[src/rtl/alu_issue_stage_pkg.sv]
// ---------------------------------------------------------------------------
// alu_pkg
// Shared definitions for the ID/EX issue stage of the pipelined MIPS core:
//   - ALUCtrl operation codes driven towards the ALU
//   - default widths for operands, register indices and ALUCtrl
//   - operand forward-source selection encoding
// ---------------------------------------------------------------------------
package alu_pkg;

  localparam int DATA_W_DEF = 32;
  localparam int REG_AW_DEF = 5;
  localparam int CTRL_W_DEF = 4;

  // ALU operation codes
  localparam logic [3:0] ALU_AND = 4'b0000;
  localparam logic [3:0] ALU_OR  = 4'b0001;
  localparam logic [3:0] ALU_ADD = 4'b0010;
  localparam logic [3:0] ALU_SUB = 4'b0110;
  localparam logic [3:0] ALU_SLT = 4'b0111;

  // Where an EX operand is taken from
  typedef enum logic [1:0] {
    FWD_REG   = 2'b00,
    FWD_EXMEM = 2'b01,
    FWD_MEMWB = 2'b10
  } fwd_sel_e;

endpackage

[src/rtl/alu_issue_stage_if.sv]
// ---------------------------------------------------------------------------
// alu_issue_stage_if
// Decode-to-issue bus. The decode stage (master) presents one decoded
// instruction per cycle; the issue stage (slave) answers with id_ready.
//   id_valid / id_ready           : transfer handshake
//   id_rs_data / id_rt_data       : register-file operand reads
//   id_imm                        : sign-extended immediate
//   id_rs / id_rt / id_rd         : source and destination indices
//   id_alu_src                    : 1 = second operand is the immediate
//   id_ALUCtrl                    : ALU operation
//   id_reg_write / id_mem_read    : writes rd / is a load
// ---------------------------------------------------------------------------
interface alu_issue_stage_if #(
  parameter int DATA_W = 32,
  parameter int REG_AW = 5,
  parameter int CTRL_W = 4
);

  logic              id_valid;
  logic              id_ready;
  logic [DATA_W-1:0] id_rs_data;
  logic [DATA_W-1:0] id_rt_data;
  logic [DATA_W-1:0] id_imm;
  logic [REG_AW-1:0] id_rs;
  logic [REG_AW-1:0] id_rt;
  logic [REG_AW-1:0] id_rd;
  logic              id_alu_src;
  logic [CTRL_W-1:0] id_ALUCtrl;
  logic              id_reg_write;
  logic              id_mem_read;

  modport master (
    output id_valid, id_rs_data, id_rt_data, id_imm, id_rs, id_rt, id_rd,
           id_alu_src, id_ALUCtrl, id_reg_write, id_mem_read,
    input  id_ready
  );

  modport slave (
    input  id_valid, id_rs_data, id_rt_data, id_imm, id_rs, id_rt, id_rd,
           id_alu_src, id_ALUCtrl, id_reg_write, id_mem_read,
    output id_ready
  );

endinterface

[src/rtl/alu_issue_stage_fwd_mux.sv]
// ---------------------------------------------------------------------------
// alu_fwd_mux
// Resolves one EX operand against the two bypass sources.
//   idx_i        : register index the operand was read from
//   reg_val_i    : value read from the register file at decode
//   exmem_*_i    : EX/MEM bypass (write enable, destination, result)
//   memwb_*_i    : MEM/WB bypass (write enable, destination, result)
//   val_o        : operand value to present to the ALU
// EX/MEM is younger than MEM/WB, so it wins when both match. Register 0 is
// hard-wired to zero and must never pick up a bypassed value.
// ---------------------------------------------------------------------------
module alu_fwd_mux
  import alu_pkg::*;
#(
  parameter int DATA_W = DATA_W_DEF,
  parameter int REG_AW = REG_AW_DEF
) (
  input  logic [REG_AW-1:0] idx_i,
  input  logic [DATA_W-1:0] reg_val_i,
  input  logic              exmem_we_i,
  input  logic [REG_AW-1:0] exmem_rd_i,
  input  logic [DATA_W-1:0] exmem_val_i,
  input  logic              memwb_we_i,
  input  logic [REG_AW-1:0] memwb_rd_i,
  input  logic [DATA_W-1:0] memwb_val_i,
  output logic [DATA_W-1:0] val_o
);

  logic     idx_nonzero_s;
  logic     exmem_hit_s;
  logic     memwb_hit_s;
  fwd_sel_e sel_s;

  // Match each bypass source against the operand index
  always_comb begin
    idx_nonzero_s = (idx_i != {REG_AW{1'b0}});
    exmem_hit_s   = exmem_we_i & idx_nonzero_s & (exmem_rd_i == idx_i);
    memwb_hit_s   = memwb_we_i & idx_nonzero_s & (memwb_rd_i == idx_i);
  end

  // Pick the youngest matching source
  always_comb begin
    sel_s = FWD_REG;
    if (exmem_hit_s) begin
      sel_s = FWD_EXMEM;
    end else if (memwb_hit_s) begin
      sel_s = FWD_MEMWB;
    end else begin
      sel_s = FWD_REG;
    end
  end

  // Operand value for the selected source
  always_comb begin
    val_o = reg_val_i;
    case (sel_s)
      FWD_EXMEM: val_o = exmem_val_i;
      FWD_MEMWB: val_o = memwb_val_i;
      FWD_REG:   val_o = reg_val_i;
      default:   val_o = reg_val_i;
    endcase
  end

endmodule

[src/rtl/alu_issue_stage.sv]
// ---------------------------------------------------------------------------
// alu_issue_stage
// ID/EX pipeline register feeding the ALU.
//   clk, rst          : clock, synchronous active-high reset
//   id_bus (slave)    : decoded instruction from the decode stage + id_ready
//   stall             : freeze the EX registers
//   flush             : kill the instruction entering EX
//   exmem_* / memwb_* : bypass sources for operand forwarding
//   input1, input2    : ALU operands (forwarded / immediate-selected)
//   ALUCtrl           : ALU operation
//   ex_valid, ex_rd, ex_reg_write, ex_mem_read : EX-stage sideband
// Edge priority: rst > flush > stall > load-use bubble > normal capture.
// A load in EX whose destination is read by the ID instruction cannot be
// bypassed in time, so the ID instruction is held (id_ready low) for one
// cycle and a bubble enters EX instead.
// ---------------------------------------------------------------------------
module alu_issue_stage
  import alu_pkg::*;
#(
  parameter int DATA_W = DATA_W_DEF,
  parameter int REG_AW = REG_AW_DEF,
  parameter int CTRL_W = CTRL_W_DEF
) (
  input  logic                 clk,
  input  logic                 rst,
  alu_issue_stage_if.slave     id_bus,
  input  logic                 stall,
  input  logic                 flush,
  input  logic                 exmem_reg_write,
  input  logic [REG_AW-1:0]    exmem_rd,
  input  logic [DATA_W-1:0]    exmem_result,
  input  logic                 memwb_reg_write,
  input  logic [REG_AW-1:0]    memwb_rd,
  input  logic [DATA_W-1:0]    memwb_result,
  output logic [DATA_W-1:0]    input1,
  output logic [DATA_W-1:0]    input2,
  output logic [CTRL_W-1:0]    ALUCtrl,
  output logic                 ex_valid,
  output logic [REG_AW-1:0]    ex_rd,
  output logic                 ex_reg_write,
  output logic                 ex_mem_read
);

  // EX pipeline registers
  logic              ex_valid_q,     ex_valid_d;
  logic [DATA_W-1:0] rs_data_q,      rs_data_d;
  logic [DATA_W-1:0] rt_data_q,      rt_data_d;
  logic [DATA_W-1:0] imm_q,          imm_d;
  logic [REG_AW-1:0] rs_q,           rs_d;
  logic [REG_AW-1:0] rt_q,           rt_d;
  logic [REG_AW-1:0] rd_q,           rd_d;
  logic              alu_src_q,      alu_src_d;
  logic [CTRL_W-1:0] ctrl_q,         ctrl_d;
  logic              reg_write_q,    reg_write_d;
  logic              mem_read_q,     mem_read_d;

  logic              load_use_s;
  logic [DATA_W-1:0] rs_fwd_s;
  logic [DATA_W-1:0] rt_fwd_s;

  // Load-use hazard: the EX load's result is not yet available for bypass
  always_comb begin
    load_use_s = id_bus.id_valid & ex_valid_q & mem_read_q &
                 (rd_q != {REG_AW{1'b0}}) &
                 ((id_bus.id_rs == rd_q) | (id_bus.id_rt == rd_q));
  end

  // Accept from decode unless frozen or holding back for a load-use bubble
  assign id_bus.id_ready = ~stall & ~load_use_s;

  // Next-state selection for the EX registers in priority order
  always_comb begin
    ex_valid_d  = ex_valid_q;
    rs_data_d   = rs_data_q;
    rt_data_d   = rt_data_q;
    imm_d       = imm_q;
    rs_d        = rs_q;
    rt_d        = rt_q;
    rd_d        = rd_q;
    alu_src_d   = alu_src_q;
    ctrl_d      = ctrl_q;
    reg_write_d = reg_write_q;
    mem_read_d  = mem_read_q;
    if (flush) begin
      ex_valid_d = 1'b0;
    end else if (stall) begin
      ex_valid_d = ex_valid_q;
    end else if (load_use_s) begin
      ex_valid_d = 1'b0;
    end else if (id_bus.id_valid) begin
      ex_valid_d  = 1'b1;
      rs_data_d   = id_bus.id_rs_data;
      rt_data_d   = id_bus.id_rt_data;
      imm_d       = id_bus.id_imm;
      rs_d        = id_bus.id_rs;
      rt_d        = id_bus.id_rt;
      rd_d        = id_bus.id_rd;
      alu_src_d   = id_bus.id_alu_src;
      ctrl_d      = id_bus.id_ALUCtrl;
      reg_write_d = id_bus.id_reg_write;
      mem_read_d  = id_bus.id_mem_read;
    end else begin
      ex_valid_d = 1'b0;
    end
  end

  // EX register bank with synchronous reset
  always_ff @(posedge clk) begin
    if (rst) begin
      ex_valid_q  <= 1'b0;
      rs_data_q   <= {DATA_W{1'b0}};
      rt_data_q   <= {DATA_W{1'b0}};
      imm_q       <= {DATA_W{1'b0}};
      rs_q        <= {REG_AW{1'b0}};
      rt_q        <= {REG_AW{1'b0}};
      rd_q        <= {REG_AW{1'b0}};
      alu_src_q   <= 1'b0;
      ctrl_q      <= {CTRL_W{1'b0}};
      reg_write_q <= 1'b0;
      mem_read_q  <= 1'b0;
    end else begin
      ex_valid_q  <= ex_valid_d;
      rs_data_q   <= rs_data_d;
      rt_data_q   <= rt_data_d;
      imm_q       <= imm_d;
      rs_q        <= rs_d;
      rt_q        <= rt_d;
      rd_q        <= rd_d;
      alu_src_q   <= alu_src_d;
      ctrl_q      <= ctrl_d;
      reg_write_q <= reg_write_d;
      mem_read_q  <= mem_read_d;
    end
  end

  alu_fwd_mux #(
    .DATA_W (DATA_W),
    .REG_AW (REG_AW)
  ) u_fwd_rs (
    .idx_i       (rs_q),
    .reg_val_i   (rs_data_q),
    .exmem_we_i  (exmem_reg_write),
    .exmem_rd_i  (exmem_rd),
    .exmem_val_i (exmem_result),
    .memwb_we_i  (memwb_reg_write),
    .memwb_rd_i  (memwb_rd),
    .memwb_val_i (memwb_result),
    .val_o       (rs_fwd_s)
  );

  alu_fwd_mux #(
    .DATA_W (DATA_W),
    .REG_AW (REG_AW)
  ) u_fwd_rt (
    .idx_i       (rt_q),
    .reg_val_i   (rt_data_q),
    .exmem_we_i  (exmem_reg_write),
    .exmem_rd_i  (exmem_rd),
    .exmem_val_i (exmem_result),
    .memwb_we_i  (memwb_reg_write),
    .memwb_rd_i  (memwb_rd),
    .memwb_val_i (memwb_result),
    .val_o       (rt_fwd_s)
  );

  // ALU-facing outputs; a bubble presents an inert AND of zeros
  always_comb begin
    input1       = {DATA_W{1'b0}};
    input2       = {DATA_W{1'b0}};
    ALUCtrl      = {CTRL_W{1'b0}};
    ex_valid     = ex_valid_q;
    ex_rd        = {REG_AW{1'b0}};
    ex_reg_write = 1'b0;
    ex_mem_read  = 1'b0;
    if (ex_valid_q) begin
      input1 = rs_fwd_s;
      if (alu_src_q) begin
        input2 = imm_q;
      end else begin
        input2 = rt_fwd_s;
      end
      ALUCtrl      = ctrl_q;
      ex_rd        = rd_q;
      ex_reg_write = reg_write_q;
      ex_mem_read  = mem_read_q;
    end else begin
      input1       = {DATA_W{1'b0}};
      input2       = {DATA_W{1'b0}};
      ALUCtrl      = {CTRL_W{1'b0}};
      ex_rd        = {REG_AW{1'b0}};
      ex_reg_write = 1'b0;
      ex_mem_read  = 1'b0;
    end
  end

endmodule

[src/flat_wrapper.sv]
// flat-port wrapper written by rule: the top's interface ports become plain ports
module alu_issue_stage_flat import alu_pkg::*;
#(
  parameter int DATA_W = DATA_W_DEF,
  parameter int REG_AW = REG_AW_DEF,
  parameter int CTRL_W = CTRL_W_DEF
)
  (clk, rst, stall, flush, exmem_reg_write, exmem_rd, exmem_result, memwb_reg_write, memwb_rd, memwb_result, input1, input2, ALUCtrl, ex_valid, ex_rd, ex_reg_write, ex_mem_read, id_bus_id_valid, id_bus_id_rs_data, id_bus_id_rt_data, id_bus_id_imm, id_bus_id_rs, id_bus_id_rt, id_bus_id_rd, id_bus_id_alu_src, id_bus_id_ALUCtrl, id_bus_id_reg_write, id_bus_id_mem_read, id_bus_id_ready);
  alu_issue_stage_if #(.DATA_W(DATA_W), .REG_AW(REG_AW), .CTRL_W(CTRL_W)) id_bus_i ();
  input  logic clk;
  input  logic rst;
  input  logic stall;
  input  logic flush;
  input  logic exmem_reg_write;
  input  logic [REG_AW-1:0] exmem_rd;
  input  logic [DATA_W-1:0] exmem_result;
  input  logic memwb_reg_write;
  input  logic [REG_AW-1:0] memwb_rd;
  input  logic [DATA_W-1:0] memwb_result;
  output logic [DATA_W-1:0] input1;
  output logic [DATA_W-1:0] input2;
  output logic [CTRL_W-1:0] ALUCtrl;
  output logic ex_valid;
  output logic [REG_AW-1:0] ex_rd;
  output logic ex_reg_write;
  output logic ex_mem_read;
  input wire logic [$bits(id_bus_i.id_valid)-1:0] id_bus_id_valid;
  input wire logic [$bits(id_bus_i.id_rs_data)-1:0] id_bus_id_rs_data;
  input wire logic [$bits(id_bus_i.id_rt_data)-1:0] id_bus_id_rt_data;
  input wire logic [$bits(id_bus_i.id_imm)-1:0] id_bus_id_imm;
  input wire logic [$bits(id_bus_i.id_rs)-1:0] id_bus_id_rs;
  input wire logic [$bits(id_bus_i.id_rt)-1:0] id_bus_id_rt;
  input wire logic [$bits(id_bus_i.id_rd)-1:0] id_bus_id_rd;
  input wire logic [$bits(id_bus_i.id_alu_src)-1:0] id_bus_id_alu_src;
  input wire logic [$bits(id_bus_i.id_ALUCtrl)-1:0] id_bus_id_ALUCtrl;
  input wire logic [$bits(id_bus_i.id_reg_write)-1:0] id_bus_id_reg_write;
  input wire logic [$bits(id_bus_i.id_mem_read)-1:0] id_bus_id_mem_read;
  output wire logic [$bits(id_bus_i.id_ready)-1:0] id_bus_id_ready;
  assign id_bus_i.id_valid = id_bus_id_valid;
  assign id_bus_i.id_rs_data = id_bus_id_rs_data;
  assign id_bus_i.id_rt_data = id_bus_id_rt_data;
  assign id_bus_i.id_imm = id_bus_id_imm;
  assign id_bus_i.id_rs = id_bus_id_rs;
  assign id_bus_i.id_rt = id_bus_id_rt;
  assign id_bus_i.id_rd = id_bus_id_rd;
  assign id_bus_i.id_alu_src = id_bus_id_alu_src;
  assign id_bus_i.id_ALUCtrl = id_bus_id_ALUCtrl;
  assign id_bus_i.id_reg_write = id_bus_id_reg_write;
  assign id_bus_i.id_mem_read = id_bus_id_mem_read;
  assign id_bus_id_ready = id_bus_i.id_ready;
  alu_issue_stage #(.DATA_W(DATA_W), .REG_AW(REG_AW), .CTRL_W(CTRL_W)) u_core (.clk(clk), .rst(rst), .id_bus(id_bus_i), .stall(stall), .flush(flush), .exmem_reg_write(exmem_reg_write), .exmem_rd(exmem_rd), .exmem_result(exmem_result), .memwb_reg_write(memwb_reg_write), .memwb_rd(memwb_rd), .memwb_result(memwb_result), .input1(input1), .input2(input2), .ALUCtrl(ALUCtrl), .ex_valid(ex_valid), .ex_rd(ex_rd), .ex_reg_write(ex_reg_write), .ex_mem_read(ex_mem_read));
endmodule
[config.mk]
export PLATFORM = sky130hd
export DESIGN_NAME = alu_issue_stage_flat
export DESIGN_NICKNAME = d
export VERILOG_FILES = /design/src/rtl/alu_issue_stage_pkg.sv /design/src/rtl/alu_issue_stage_if.sv /design/src/rtl/alu_issue_stage_fwd_mux.sv /design/src/rtl/alu_issue_stage.sv /design/src/flat_wrapper.sv
export SDC_FILE = /design/constraint.sdc
export NUM_CORES = 1
export LEC_CHECK = 0
export CORE_UTILIZATION = 65
export CTS_BUF_LIST = sky130_fd_sc_hd__clkbuf_8
export DETAILED_ROUTE_END_ITERATION = 6
export DONT_BUFFER_PORTS = 1
export PLACE_DENSITY = 0.8
export SETUP_SLACK_MARGIN = 0.3
export SYNTH_ARGS = -nofsm -noshare
export SYNTH_HDL_FRONTEND = slang
export SYNTH_HIERARCHICAL = 1
export SYNTH_SLANG_ARGS = --single-unit
[constraint.sdc]
create_clock -name clk -period 2.25 [get_ports clk]
set_clock_uncertainty 0.05 [all_clocks]
set_input_delay 0.225 -clock clk [delete_from_list [all_inputs] [get_ports clk]]
set_output_delay 0.225 -clock clk [all_outputs]
set_load 0.05 [all_outputs]
==> results of run 1 <==
-- cell usage after synthesis, types with 2 or more instances --
master    number  area (sq um)
o21ai_0       54           270
buf_2         38           190
clkbuf_2       6          30.0
mux2i_1      150          1500
clkbuf_1     104           390
o211ai_2       4          50.1
nand4_1        4          25.0
o21ai_1       10          50.1
dfxtp_1      119          2380
and3_1         5          31.3
and2_1        43           269
nor3_1        64           320
a32oi_1      118          1030
nor3b_1      231          1730
nand2_1      121           454
nor2b_1       32           200
xnor2_1       30           263
or4_4          2          22.5
o211a_1        2          20.0
nand3_1       66           330
a31oi_1       65           407
and4_1         2          17.5
or2_1          2          12.5
buf_4         14           105
-- stage by stage --
step / instances / area [sq um] / setup TNS, ns / hold WS [ns]
floorplan: 1296 / 10600 / 0 / 0.331
global placement: 1448 / 11600 / -2.85 / 0.267
detailed placement: 1448 / 11600 / -3.82 / 0.272
CTS: 1585 / 14400 / -34.26 / -0.211
-- kinds of logic after synthesis --
kind of cell              share of synthesized area
DFF                                           0.234
AOI/OAI and AO/OA                             0.183
and+or+nand+nor                               0.338
muxes                                         0.148
buffers and inverters                        0.0715
xor gates and xnor gates                     0.0258
-- layer usage --
layer	global-route usage	GRT overflow
met1	0.859	3
met2	0.985	53
met3	0.767	0
met4	0.870	61
met5	0.452	0
-- what timing repair did --
item / CTS
endpoints found under the setup margin: 171
hold endpoints to repair: 80
cloned: 39
buffers inserted: 58
gates resized for setup: 235
pin swaps: 120
hold buffers: 8
==> key figures, run 1 <==
Synthesis
  – Post-synth cell types: 34
  – Ys flop type: dfxtp_1
  – Syn nets: ~1500
  – Syn avg cell area: about 8 sq um
  – #FFs+latches synth: 119
  – Syn Std Cell Area: 10200 sq um
  – Number of synthesized flops with an enable pin: 0
  – Post-Syn Instances: roughly 1300
  – Sequential area share after synthesis: 0.234
  – Share of flip-flops with an asynchronous set or reset: 0
  – Yosys warns: 6

Floorplan
  – Site Rows: 45
  – Die Ht: 127 um
  – Chip width: between 100 and 150 um
  – Initial Utilization: 0.666
  – I/O pin total: 276

Placement
  – DP HPWL: 24700 um
  – IO Port Bufs: 0
  – GP Congestion: between 0.9 and 1
  – Setup WS pre-CTS: -0.244 ns

Global route
  – Largest net degree at the start of global routing: 234
  – Total track usage: 0.864
  – Total grt overflow: roughly 120

Clocking
  – CTS Buf Count: 17
  – Num Clock Sinks: ~120
  – Clk root buf: clkbuf_8
  – Max H-tree Level: 4
  – CTS Buffer Depth: 2

Status
  – Failing step: 5_1_grt
  – Outcome: stopped before the end
  – Err: [ERROR GRT-0232] Routing congestion too high. Check the congestion heatmap in the GUI.
==> run 2: changes to the inputs <==
Settings changed: CORE_UTILIZATION 65 to 40, CTS_BUF_LIST sky130_fd_sc_hd__clkbuf_8 to default, PLACE_DENSITY 0.8 to default, PLACE_DENSITY_LB_ADDON from default to 0.15, SETUP_SLACK_MARGIN 0.3 to default.
==> run 2 against run 1 <==
  * The flow now finishes, with violations (negative hold slack, negative setup slack)
  * Synthesized cell count stayed put
  * Area after synthesis stayed put
==> key figures, run 2 <==
Status
  – Outcome: complete, but fails checks
  – Violated checks: negative hold slack, negative setup slack

STA
  – Pins Over Slew Limit: 0
  – Final hold vios: 1
  – Setup TNS: -40.31 ns
  – Hold Worst Slack: -0.00165 ns
  – RSZ-0062 raised after global routing: yes
  – Slew margin rel.: 0.649
  – Peak Freq: approximately 340 MHz
  – Final critical-path share of the clock period: 1.32
  – Worst slew pin tran: ~0.53 ns
  – Fin crit period: between 2 and 3 ns
  – Setup violations, final: 64
  – Fin worst setup slack: -0.710 ns

Clocking
  – Clock Pin Slew Worst Setup and Hold Paths: roughly 0.06 ns
  – CTS Buffer Depth: 2 (unchanged)
  – CTS Buf Count: 17 (unchanged)
  – CTS tree: built
  – Max H-tree Level: 4 (unchanged)
  – Num Clock Sinks: 119 (unchanged)
  – Worst skew pair latency: roughly 0.43 ns
  – Clk root buf: clkbuf_16

Synthesis
  – Largest cells by area after synthesis: dfxtp_1 23%, nor3b_1 17%, mux2i_1 15%
  – Syn Std Cell Area: 10200 sq um (unchanged)
  – Syn avg cell area: 7.85 sq um (unchanged)
  – #FFs+latches synth: 119 (unchanged)
  – Syn nets: 1495 (unchanged)
  – Synth top cells by count: 231 x nor3b_1, 150 x mux2i_1, 121 x nand2_1
  – Area share of the largest cell type after synthesis: 0.234 (unchanged)
  – Post-synth cell types: 34 (unchanged)
  – Number of synthesized flops with an enable pin: 0 (unchanged)
  – Yosys top cell by area: dfxtp_1
  – Most common cell in the netlist: nor3b_1
  – Share of flip-flops with an asynchronous set or reset: 0 (unchanged)
  – Yosys warns: 6 (unchanged)
  – Sequential area share after synthesis: 0.234 (unchanged)
  – Post-Syn Instances: 1296 (unchanged)
  – Ys flop type: dfxtp_1

Critical path
  – WP data arrival: about 2.7 ns
  – CP delay by family, top: simple AND/OR/NAND/NOR gates
  – WP buf/inv: 4
  – Crit path launch type: flop
  – Worst r2r path cells: 8
  – Crit-path cells: or4_4 > o211ai_4 > buf_12 > buf_12 > o21ai_2 > a31oi_1 > buf_4 > mux2i_4 > nor2b_4 > buf_12
  – Worst-path maximum fanout: 7
  – CP max-delay cell: or4_4
  – Crit Reg-Reg Startpoint: u_core/rd_q[1]$_SDFFE_PP0P_
  – CP Capture Type: output port
  – CP Class: reg2out
  – Cell mode on critical path: buf_12
  – Worst reg-to-reg setup slack: around 0.070 ns
  – Crit path required time: roughly 2.0 ns
  – Crit Reg-Reg Endpoint: u_core/rs_data_q[7]$_SDFFE_PP0P_
  – Largest stage delay on the critical path: slightly below 0.6 ns

Placement
  – GP Congestion: 0.960 (+1.8%)
  – IO Port Bufs: 0 (unchanged)
  – DP HPWL: 29500 um (+19%)

Pwr
  – Pwr/cell area: around 500 nW/um^2
  – IR drop worst, VDD: 402 uV
  – Total Power: around 7.0 mW
  – Lkg Pwr: 4.61 nW

Cells and area
  – Area delta synth->final: 38.8%
  – Leading cell type in the layout, fill and taps excluded: nor3b_1
  – Multi-input gate area: just under 8000 sq um
  – Top Registers: u_core/imm_q x32, u_core/rs_data_q x32, u_core/rt_data_q x32
  – Sequential Area: roughly 2400 sq um
  – Post-layout nets: around 1500
  – Most frequent cells in the layout: 231 x nor3b_1, 142 x mux2i_1, 120 x nand2_1, 118 x a32oi_1, 111 x dfxtp_1
  – Fill cell total of the finished layout: between 2000 and 2500
  – Final core utilization: 0.573
  – Share of cells above drive strength 1: 0.237

Global route
  – First-pass GRT wire length: between 60000 and 70000 um
  – Initial antenna violation count: 11
  – Total track usage: 0.325
  – Total grt overflow: 0
  – Vias in the first global route: between 10000 and 15000
  – Largest net degree at the start of global routing: between 200 and 250

Floorplan
  – Die area: 26100 sq um
  – I/O pin total: 276 (unchanged)
  – Site Rows: 57 (+27%)
  – Die Ht: 161 um (+27%)
  – Core area: around 25000 sq um
  – Initial Utilization: 0.413 (-0.253)
  – Chip width: 161 um (+27%)

Hold path
  – Hold Crit Start: rst
  – Hold Path Sink: u_core/rd_q[1]$_SDFFE_PP0P_
  – Worst hold path type: in2reg
  – Worst Hold Depth: 3

Detailed routing
  – First DRT Iteration DRCs: 1176
  – Total Wirelength: 44900 um
  – Antenna-violating nets left: 0
  – Routed vias: approximately 11000
  – Vias per inst: ~6.6
  – DR WL/cell: between 20 and 30 um
  – # DRC: 0
  – Detailed Routing Iterations Pass 1: 5

Flow run
  – Max-cap violation count: 0
run 2: how the worst max path moves through the flow:
stage | cells after the start | endpoint | from | slack (ns)
2_1_floorplan | 7 | input2[3] | u_core/rt_q[1]$_SDFFE_PP0P_ | -0.11
3_3_place_gp | 10 | input2[5] | u_core/rt_q[1]$_SDFFE_PP0P_ | -0.24
3_5_place_dp | 10 | input2[30] | u_core/rt_q[1]$_SDFFE_PP0P_ | -0.30
4_1_cts | 8 | input1[23] | u_core/rs_q[1]$_SDFFE_PP0P_ | -0.69
5_1_grt | 10 | input2[9] | u_core/rt_q[2]$_SDFFE_PP0P_ | -0.75
6_report | 10 | input2[9] | u_core/rt_q[2]$_SDFFE_PP0P_ | -0.71
run 2: area by class of cell:
type | instances | area share
Antenna cell | 8 | 0.00142
Timing Repair Buffer | 183 | 0.207
Tap cell | 324 | 0.0287
Inverter | 2 | 0.00106
Clock buffer | 19 | 0.0321
Clock inverter | 13 | 0.0138
Sequential cell | 119 | 0.170
Multi-Input combinational cell | 1012 | 0.546
run 2: cell families (layout without fill, tap and decap cells):
group | count (synthesis) | count (layout) | share of synthesized area
AO/OA/AOI/OAI | 257 | 257 | 0.183
XOR/XNOR | 30 | 30 | 0.0258
buffers and inverters | 165 | 217 | 0.0715
flip-flops | 119 | 119 | 0.234
multiplexers | 150 | 150 | 0.148
other | 0 | 8 | 0
AND/OR/NAND/NOR | 575 | 575 | 0.338
run 2: worst reg2reg max path: stages (launching register included):
cell and delay [ns]:
dfxtp_2 0.32, or4_4 0.55, o21ai_4 0.18, buf_12 0.14, buf_6 0.22, buf_16 0.25, nor3b_1 0.12, mux2i_1 0.17
nand2_1 0.06
run 2: repair_timing:
action,in CTS,in global routing
setup endpoints to repair,65,159
pin swaps,17,38
buffers inserted,8,6
endpoints found under the hold margin,2,0
cloned,8,5
hold buffers,3,0
gates resized for setup,70,66
run 2: power by group:
group / internal, mW / switching (mW) / leakage, nW / total [mW]
Sequential: 2.25 / 0.131 / 0.978 / 2.38
Clock: 1.92 / 1.13 / 0.306 / 3.06
Combinational: 0.751 / 0.838 / 3.33 / 1.59
Total: 4.92 / 2.10 / 4.61 / 7.02
run 2: metal layers:
metal	global-route usage	share of wire
met5	0	0.00087
met3	0.116	0.11
met2	0.500	0.45
met4	0.0935	0.023
met1	0.426	0.42
run 2: stage by stage:
stage | hold slack (ns) | worst slack (ns) | std cells | area, sq um
4_1_cts | 0.00244 | -0.691 | 1666 | 13700
6_report | -0.00165 | -0.710 | 1680 | 14100
3_3_place_gp | 0.272 | -0.243 | 1615 | 12500
2_1_floorplan | 0.339 | -0.111 | 1296 | 10400
5_1_grt | 0.0288 | -0.753 | 1675 | 14100
3_5_place_dp | 0.273 | -0.300 | 1615 | 12500
Note: power is estimated with default switching activity, not from simulation.
